File: src/rtl/ps2_pkg.sv
// Shared PS/2 definitions: transmitter state encoding, command/response bytes,
// frame length and the odd-parity helper used on both directions of the link.
package ps2_pkg;

    typedef enum logic [2:0] {
        ST_IDLE      = 3'd0,
        ST_INHIBIT   = 3'd1,
        ST_RTS       = 3'd2,
        ST_XFER      = 3'd3,
        ST_WAIT_IDLE = 3'd4
    } ps2_tx_state_e;

    localparam logic [7:0] PS2_CMD_SET_LED = 8'hED;
    localparam logic [7:0] PS2_CMD_ENABLE  = 8'hF4;
    localparam logic [7:0] PS2_CMD_RESET   = 8'hFF;
    localparam logic [7:0] PS2_ACK         = 8'hFA;
    localparam logic [7:0] PS2_RESEND      = 8'hFE;

    localparam int PS2_FRAME_BITS = 11;

    function automatic logic odd_parity(input logic [7:0] d);
        return ~^d;
    endfunction

endpackage

File: src/rtl/ps2_line_sync.sv
// Two-flop synchronizer for the PS/2 clock and data pins plus a registered
// falling-edge strobe on the synchronized clock; shared with the receive path.
module ps2_line_sync (
    input  logic clk,
    input  logic rst,
    input  logic ps2_clk_i,
    input  logic ps2_data_i,
    output logic clk_s,
    output logic data_s,
    output logic clk_fall
);

    logic clk_m;
    logic data_m;

    // Reset to the idle (released, pulled-up) level so no false edge follows reset.
    always_ff @(posedge clk or posedge rst) begin
        if (rst) begin
            clk_m    <= 1'b1;
            clk_s    <= 1'b1;
            data_m   <= 1'b1;
            data_s   <= 1'b1;
            clk_fall <= 1'b0;
        end else begin
            clk_m    <= ps2_clk_i;
            clk_s    <= clk_m;
            data_m   <= ps2_data_i;
            data_s   <= data_m;
            clk_fall <= clk_s & ~clk_m;
        end
    end

endmodule

File: src/rtl/ps2_host_tx.sv
// Host-to-device PS/2 transmitter: inhibits the clock, requests to send, then
// shifts out one command byte on device clock falls and checks the device ack.
module ps2_host_tx
    import ps2_pkg::*;
#(
    parameter int INHIBIT_CYCLES = 10000,
    parameter int RTS_CYCLES     = 200,
    parameter int TIMEOUT_CYCLES = 2_000_000
) (
    input  logic       clk,
    input  logic       rst,
    input  logic       tx_valid,
    input  logic [7:0] tx_data,
    output logic       tx_ready,
    output logic       tx_busy,
    output logic       tx_done,
    output logic       tx_err,
    input  logic       ps2_clk_i,
    input  logic       ps2_data_i,
    output logic       ps2_clk_oe,
    output logic       ps2_data_oe,
    output logic [2:0] state_dbg
);

    // Handshake: a byte is taken on any clock edge where tx_valid && tx_ready;
    // tx_ready is only high in IDLE, so tx_valid is ignored for a whole frame.

    localparam logic [2:0] S_IDLE      = ST_IDLE;
    localparam logic [2:0] S_INHIBIT   = ST_INHIBIT;
    localparam logic [2:0] S_RTS       = ST_RTS;
    localparam logic [2:0] S_XFER      = ST_XFER;
    localparam logic [2:0] S_WAIT_IDLE = ST_WAIT_IDLE;

    localparam int DLY_MAX = (INHIBIT_CYCLES > RTS_CYCLES) ? INHIBIT_CYCLES : RTS_CYCLES;
    localparam int DW      = $clog2(DLY_MAX + 1);

    localparam logic [DW-1:0] INH_LAST = DW'(INHIBIT_CYCLES - 1);
    localparam logic [DW-1:0] RTS_LAST = DW'(RTS_CYCLES - 1);
    localparam logic [20:0]   TO_LAST  = 21'(TIMEOUT_CYCLES - 1);
    localparam logic [3:0]    ACK_BIT  = 4'(PS2_FRAME_BITS - 1);

    logic [2:0]    state;
    logic [DW-1:0] dly_cnt;
    logic [3:0]    bit_cnt;
    logic [20:0]   to_cnt;
    logic [7:0]    tx_byte;
    logic          parity;
    logic          clk_s;
    logic          data_s;
    logic          clk_fall;
    logic          to_hit;

    ps2_line_sync u_sync (
        .clk        (clk),
        .rst        (rst),
        .ps2_clk_i  (ps2_clk_i),
        .ps2_data_i (ps2_data_i),
        .clk_s      (clk_s),
        .data_s     (data_s),
        .clk_fall   (clk_fall)
    );

    assign to_hit    = (to_cnt == TO_LAST);
    assign state_dbg = state;

    always_ff @(posedge clk or posedge rst) begin
        if (rst) begin
            state       <= S_IDLE;
            tx_ready    <= 1'b1;
            tx_busy     <= 1'b0;
            tx_done     <= 1'b0;
            tx_err      <= 1'b0;
            ps2_clk_oe  <= 1'b0;
            ps2_data_oe <= 1'b0;
            dly_cnt     <= '0;
            bit_cnt     <= '0;
            to_cnt      <= '0;
            tx_byte     <= '0;
            parity      <= 1'b0;
        end else begin
            tx_done <= 1'b0;
            tx_err  <= 1'b0;
            case (state)
                S_IDLE: begin
                    if (tx_valid && tx_ready) begin
                        tx_byte     <= tx_data;
                        parity      <= odd_parity(tx_data);
                        ps2_clk_oe  <= 1'b1;
                        ps2_data_oe <= 1'b0;
                        tx_ready    <= 1'b0;
                        tx_busy     <= 1'b1;
                        dly_cnt     <= '0;
                        state       <= S_INHIBIT;
                    end
                end
                S_INHIBIT: begin
                    if (dly_cnt == INH_LAST) begin
                        dly_cnt     <= '0;
                        ps2_data_oe <= 1'b1;
                        state       <= S_RTS;
                    end else begin
                        dly_cnt <= dly_cnt + 1'b1;
                    end
                end
                S_RTS: begin
                    if (dly_cnt == RTS_LAST) begin
                        dly_cnt    <= '0;
                        ps2_clk_oe <= 1'b0;
                        bit_cnt    <= '0;
                        to_cnt     <= '0;
                        state      <= S_XFER;
                    end else begin
                        dly_cnt <= dly_cnt + 1'b1;
                    end
                end
                S_XFER: begin
                    if (to_cnt != '1) to_cnt <= to_cnt + 21'd1;
                    // Timeout is checked first so it wins over a coincident ack sample.
                    if (to_hit) begin
                        ps2_data_oe <= 1'b0;
                        tx_err      <= 1'b1;
                        tx_ready    <= 1'b1;
                        tx_busy     <= 1'b0;
                        state       <= S_IDLE;
                    end else if (clk_fall) begin
                        bit_cnt <= bit_cnt + 4'd1;
                        if (bit_cnt < 4'd8) begin
                            ps2_data_oe <= ~tx_byte[bit_cnt[2:0]];
                        end else if (bit_cnt == 4'd8) begin
                            ps2_data_oe <= ~parity;
                        end else if (bit_cnt != ACK_BIT) begin
                            ps2_data_oe <= 1'b0;
                        end else if (!data_s) begin
                            ps2_data_oe <= 1'b0;
                            state       <= S_WAIT_IDLE;
                        end else begin
                            ps2_data_oe <= 1'b0;
                            tx_err      <= 1'b1;
                            tx_ready    <= 1'b1;
                            tx_busy     <= 1'b0;
                            state       <= S_IDLE;
                        end
                    end
                end
                S_WAIT_IDLE: begin
                    if (to_cnt != '1) to_cnt <= to_cnt + 21'd1;
                    if (to_hit) begin
                        ps2_data_oe <= 1'b0;
                        tx_err      <= 1'b1;
                        tx_ready    <= 1'b1;
                        tx_busy     <= 1'b0;
                        state       <= S_IDLE;
                    end else if (clk_s && data_s) begin
                        tx_done  <= 1'b1;
                        tx_ready <= 1'b1;
                        tx_busy  <= 1'b0;
                        state    <= S_IDLE;
                    end
                end
                default: begin
                    ps2_clk_oe  <= 1'b0;
                    ps2_data_oe <= 1'b0;
                    tx_ready    <= 1'b1;
                    tx_busy     <= 1'b0;
                    state       <= S_IDLE;
                end
            endcase
        end
    end

endmodule

File: config.mk
export PLATFORM = sky130hd
export DESIGN_NAME = ps2_host_tx
export DESIGN_NICKNAME = d
export VERILOG_FILES = /design/src/rtl/ps2_pkg.sv /design/src/rtl/ps2_line_sync.sv /design/src/rtl/ps2_host_tx.sv
export SDC_FILE = /design/constraint.sdc
export NUM_CORES = 1
export LEC_CHECK = 0
export CORE_UTILIZATION = 39
export CTS_CLUSTER_SIZE = 12
export DETAILED_ROUTE_END_ITERATION = 10
export GPL_TIMING_DRIVEN = 0
export SETUP_SLACK_MARGIN = 0.05
export SLEW_MARGIN = 20
export SYNTH_ARGS = -nofsm -noshare
export SYNTH_HDL_FRONTEND = slang
export SYNTH_SLANG_ARGS = --single-unit
File: constraint.sdc
create_clock -name clk -period 2.55 [get_ports clk]
set_input_delay 0.765 -clock clk [delete_from_list [all_inputs] [get_ports clk]]
set_output_delay 0.765 -clock clk [all_outputs]
set_load 0.05 [all_outputs]
; After elaboration in Yosys (flattened, before gate mapping)
; Index checks and enable logic that the tools add are counted.
[word_totals]
reg_bits = 62
latch_bits = 0
mem_bits_rw = 0
rom_bits = 0
inputBits = 13
output_inout_bits = 9
memories = 0
[classes]
add_sub_neg = 3
multipliers = 0
div = 0
magnitude_cmp = 2
n_eq_ne = 23
n_shift = 0
mux = 65
n_bitwise = 7
reduce_logical = 18
[op_table]
columns = cell, count
row1 = $mux W14, 3
row2 = $mux W21, 2
row3 = $pmux W14 S3, 1
row4 = $pmux W21 S2, 1
row5 = $mux W1, 36
row6 = $mux W3, 11
row7 = $add A21 B1 Y21 const B, 1
row8 = $eq A21 B21 Y1 const B, 1
row9 = $ne A21 B21 Y1 const B, 1
row10 = $reduce_and A8 Y1, 2
row11 = $pmux W3 S5, 1
row12 = $add A14 B1 Y14 const B, 1
row13 = $eq A14 B14 Y1 const B, 1
row14 = $eq A14 B8 Y1 const B, 1
row15 = $mux W4, 3
row16 = $ne A3 B3 Y1 const B, 4
row17 = $ne A2 B2 Y1 const B, 5
row18 = $pmux W1 S4, 2
row19 = $pmux W4 S2, 1
row20 = $reduce_xnor A8 Y1, 1
row21 = $eq A3 B2 Y1 const B, 2
row22 = $ne A3 B2 Y1 const B, 2
row23 = $not A1 Y1, 6
row24 = $reduce_and A3 Y1, 2
row25 = other kinds (22), 27

; Longest topological paths before layout
; Gate-level depths: netlist (run 1).
[depth]
ltp_word = 7
mapped_depth = 8

; By module
; A second synthesis (run 1) with hierarchy kept.
[unflattened]
cells_unflattened = 352
area_unflattened_um2 = 3425.8
[by_module_without_submodules]
columns = mod, instances, cells_per_inst, area_per_inst_um2
row1 = ps2_host_tx, 1, 345, 3278.1
row2 = ps2_line_sync, 1, 7, 147.6

; Worst setup path after synthesis (run 1)
; No wires, ideal clock.
[synth_timing]
path_type = flip-flop to flip-flop
from = register to_cnt[13]
to = register state[0], in the netlist state_dbg[0]
arrival_time_ps = 2262
required_time_ps = 2425
path_slack_ps = 163
path_stages_with_launch = 8
path_buffers = 1
path_cell_list = dfrtp_1 buf_6 or4b_1 or4_4 nor2_8 nor2_2 or3_4 mux2_4
[synth_between]
elab_chain_len = 3
elab_cells_between_ends = 10
[synth_lines]
columns = item, line_no
row1 = "start, declared", ps2_host_tx.sv:45  ; logic [20:0] to_cnt;
row2 = "start signal, assigned", ps2_host_tx.sv:117  ; if (to_cnt != '1) to_cnt <= to_cnt + 21'd1;
row3 = "start signal, assigned", ps2_host_tx.sv:146  ; if (to_cnt != '1) to_cnt <= to_cnt + 21'd1;
row4 = $eq A21 B21 Y1 *, ps2_host_tx.sv:63  ; assign to_hit = (to_cnt == TO_LAST);
row5 = "$ne A3 B2 Y1 (no line), or another cell as far along", --
row6 = $reduce_and A8 Y1 (no line) or $pmux W3 S5 (tied branches), --
row7 = "end signal, assigned", ps2_host_tx.sv:68  ; state <= S_IDLE;
row8 = "end signal, assigned", ps2_host_tx.sv:93  ; state <= S_INHIBIT;
row9 = "end signal, assigned", ps2_host_tx.sv:100  ; state <= S_RTS;
row10 = "end, declared", ps2_host_tx.sv:42  ; logic [2:0] state;
; Mark *: on every way between the ends. The rest lies on a longest branch, timed or not.
; A chain may end at the register's enable or synchronous reset.

; Worst setup path in the final report (run 1)
; Ends and elaborated chain as after synthesis.

==> results of run 1 <==
==> power by group <==
part	switching [mW]	internal, mW
clock network	0.389	0.704
registers	0.00257	0.990
logic	0.0335	0.0337
==> cell families (layout without fill, tap and decap cells) <==
kind of cell | after synthesis | after routing | share of synthesized area, %
buffers and inverters | 19 | 65 | 2.40
XOR/XNOR | 24 | 24 | 6.20
adder cells (fa/ha/maj) | 5 | 5 | 1.84
AO/OA/AOI/OAI | 67 | 67 | 12.7
flip-flops | 62 | 62 | 45.9
multiplexers | 14 | 14 | 5.31
AND/OR/NAND/NOR | 164 | 164 | 25.7
==> timing repair <==
action                                  CTS  global route
gates resized for setup                   8            15
pin swaps                                 0             3
endpoints found under the setup margin   26            30
buffers inserted                          0             8
==> flip-flops by register name, summed over array words and instances (netlist names) <==
name / flops
tx_done: 1
ps2_data_oe: 1
tx_err: 1
to_cnt: 21
u_sync.data_s: 1
state_dbg: 3
ps2_clk_oe: 1
tx_busy: 1
u_sync.clk_s: 1
bit_cnt: 4
dly_cnt: 14
tx_byte: 8
tx_ready: 1
u_sync.clk_m: 1
u_sync.clk_fall: 1
u_sync.data_m: 1
parity: 1
==> worst paths after layout <==
path / endpoint / start / cells after the start / slack [ps]
min in group asynchronous: to_cnt[12] / rst / 2 / 680
max in group asynchronous: tx_ready / rst / 3 / 1320
worst min-delay path: u_sync.data_s / u_sync.data_m / 0 / 360
worst max register to register: state_dbg[0] / to_cnt[13] / 7 / 80
worst max-delay path: state_dbg[0] / to_cnt[13] / 7 / 80
worst min register to register: u_sync.data_s / u_sync.data_m / 0 / 360
==> synth_stat cells, types with 8 or more instances <==
cell type	count	area, sq um
a21oi_1	13	65.1
clkbuf_1	8	30.0
dfrtp_1	57	1430
inv_1	8	30.0
mux2_2	8	90.1
nand2_1	44	165
nand3_1	10	50.1
nand4_1	12	75.1
nor2_1	39	146
nor3_1	13	65.1
o21ai_0	22	110
xnor2_1	16	140
xor2_1	8	70.1
==> per-layer routing <==
metal / part of all wire (%) / wire (um) / global-route usage (%) / vias up
li1: - / - / - / 1374
met1: 49 / 3770 / 27.7 / 1339
met2: 45 / 3460 / 27.6 / 64
met3: 4.3 / 334 / 3.27 / 12
met4: 1.9 / 145 / 8.71 / 0
met5: 0 / 0 / 0 / -
==> layout by cell type, fill, tap and decap left out, types with 9 or more instances in the layout <==
cell              n
nor3_1           13
a21oi_1          13
buf_4             9
nand4_1          12
o21ai_0          21
clkbuf_8         11
nand3_1          10
nand2_1          43
dfrtp_1          56
clkdlybuf4s50_1  20
xnor2_1          16
nor2_1           38
==> area by class of cell <==
type                            count  area (sq um)  share of cell area [%]
Tap cell                          105           131                    3.18
Inverter                            8          32.5                   0.788
Sequential cell                    62          1560                    37.7
Clock inverter                      3          90.1                    2.18
Timing Repair Buffer               30           300                    7.27
Clock buffer                       13           159                    3.85
Buffer                             11          58.8                    1.42
Multi-Input combinational cell    274          1800                    43.6
==> results.sh, run 1 <==
export IMPL_outcome="complete, no violations"
export IMPL_die_height_um=95.3
export IMPL_netlist_area_sq_um=3390
export IMPL_hold_slack_ps=358
export IMPL_antenna_found_initial=0
export IMPL_routedWlPerCell_um=15.2
export IMPL_yosys_warnings=0
export IMPL_pin_count=22
export IMPL_place_gp_congestion=0.854
export IMPL_grt_usage_pct=19.1
export IMPL_crit_chain="buf_6 -> or4b_1 -> or4_4 -> nor2_8 -> nor2_2 -> or3_4 -> mux2_4"
export IMPL_port_buffers=21
export IMPL_netlist_instances=355
export IMPL_drc=0
export IMPL_critPathKind="reg2reg"
export IMPL_finalHoldViolCount=0
export IMPL_skew_ps=11.6
export IMPL_crit_path_max_fanout=9
export IMPL_fmax_mhz=404
export IMPL_synth_edf_count=0
export IMPL_tightest_slew_ps=681
export IMPL_clk_latency_ps=350
export IMPL_syn2layout_area_growth_pct=21.8
export IMPL_crit_family="simple AND/OR/NAND/NOR gates"
export IMPL_pre_cts_slack_ps=-285
export IMPL_setup_slack_ps=77.5
export IMPL_yosys_cell_types_count=59
export IMPL_setup_viol=0
export IMPL_rsz0062_at_grt="true"
export IMPL_end_kind="flip-flop"
export IMPL_htreeDepth=3
export IMPL_cts_hold_buf=0
export IMPL_grt_pass1_vias=2650
export IMPL_p_total_mw=2.15
export IMPL_path_buf_inv=1
export IMPL_vias_per_cell=5.51
export IMPL_grt_pass1_wl_mm=13.1
export IMPL_syn_nets=373
export IMPL_core_region_area_sq_um=8300
export IMPL_tns_ps=0
export IMPL_arrival_ps=2690
export IMPL_grt_max_degree=50
export IMPL_die_area_sq_um=9070
export IMPL_drt_iter0_markers=206
export IMPL_hp_class="reg2reg"
export IMPL_hpwl_mm=5.45
export IMPL_relSlewSlack_pct=54.4
export IMPL_power_density_nw_per_um2=521
export IMPL_ys_seq_area_share_pct=45.9
export IMPL_vias=2789
export IMPL_cts_buffers=9
export IMPL_grt_overflow_total=0
export IMPL_synth_area_per_cell_sq_um=9.55
export IMPL_cp_slowest_stage_delay_ps=520
export IMPL_fin_cells=506
export IMPL_ys_ff_latch=62
export IMPL_crit_path_top_delay_cell="or4b_1"
export IMPL_ys_flop_type="dfrtp_1"
export IMPL_worstSetupStartpointType="flip-flop"
export IMPL_clock_path_buffers=2
export IMPL_async_reset_ff_share_pct=100
export IMPL_die_w_um=95.3
export IMPL_max_cap_violations=0
export IMPL_peakVddDrop_uv=283
export IMPL_routed_wl_mm=7.72
export IMPL_period_share_pct=97.0
export IMPL_drive_gt1_share_pct=15.2
export IMPL_antenna_left=0
export IMPL_final_util_pct=49.8
export IMPL_dr_pass1_iters=4
export IMPL_antenna_cells=0
export IMPL_root_buffer="clkbuf_8"
export IMPL_clock_sinks=62
export IMPL_min_period_ps=2470
export IMPL_start_util_pct=40.9
export IMPL_placementRows=33
export IMPL_p_leak_nw=1.80
export IMPL_final_area_sq_um=4130
export IMPL_drv_slew=0
export IMPL_cts_tree="done"
export IMPL_clk_pin_slew_ps=70
export IMPL_place_inst=482
export IMPL_final_net_count=414
export IMPL_fill_cells=750
export IMPL_dpl_cell_area_sq_um=3760
export IMPL_critPathRequiredTime_ps=2770
Note: power is estimated with default switching activity, not from simulation.
==> inputs of run 2 (changes only) <==
--- a/config.mk
+++ b/config.mk
@@ -8,6 +8,7 @@
 export CORE_UTILIZATION = 39
 export CTS_CLUSTER_SIZE = 12
 export DETAILED_ROUTE_END_ITERATION = 10
+export GPL_ROUTABILITY_DRIVEN = 0
 export GPL_TIMING_DRIVEN = 0
 export SETUP_SLACK_MARGIN = 0.05
 export SLEW_MARGIN = 20
==> results of run 2 <==
Same layout as run 1: the final DEF is identical, and so are final timing and power.
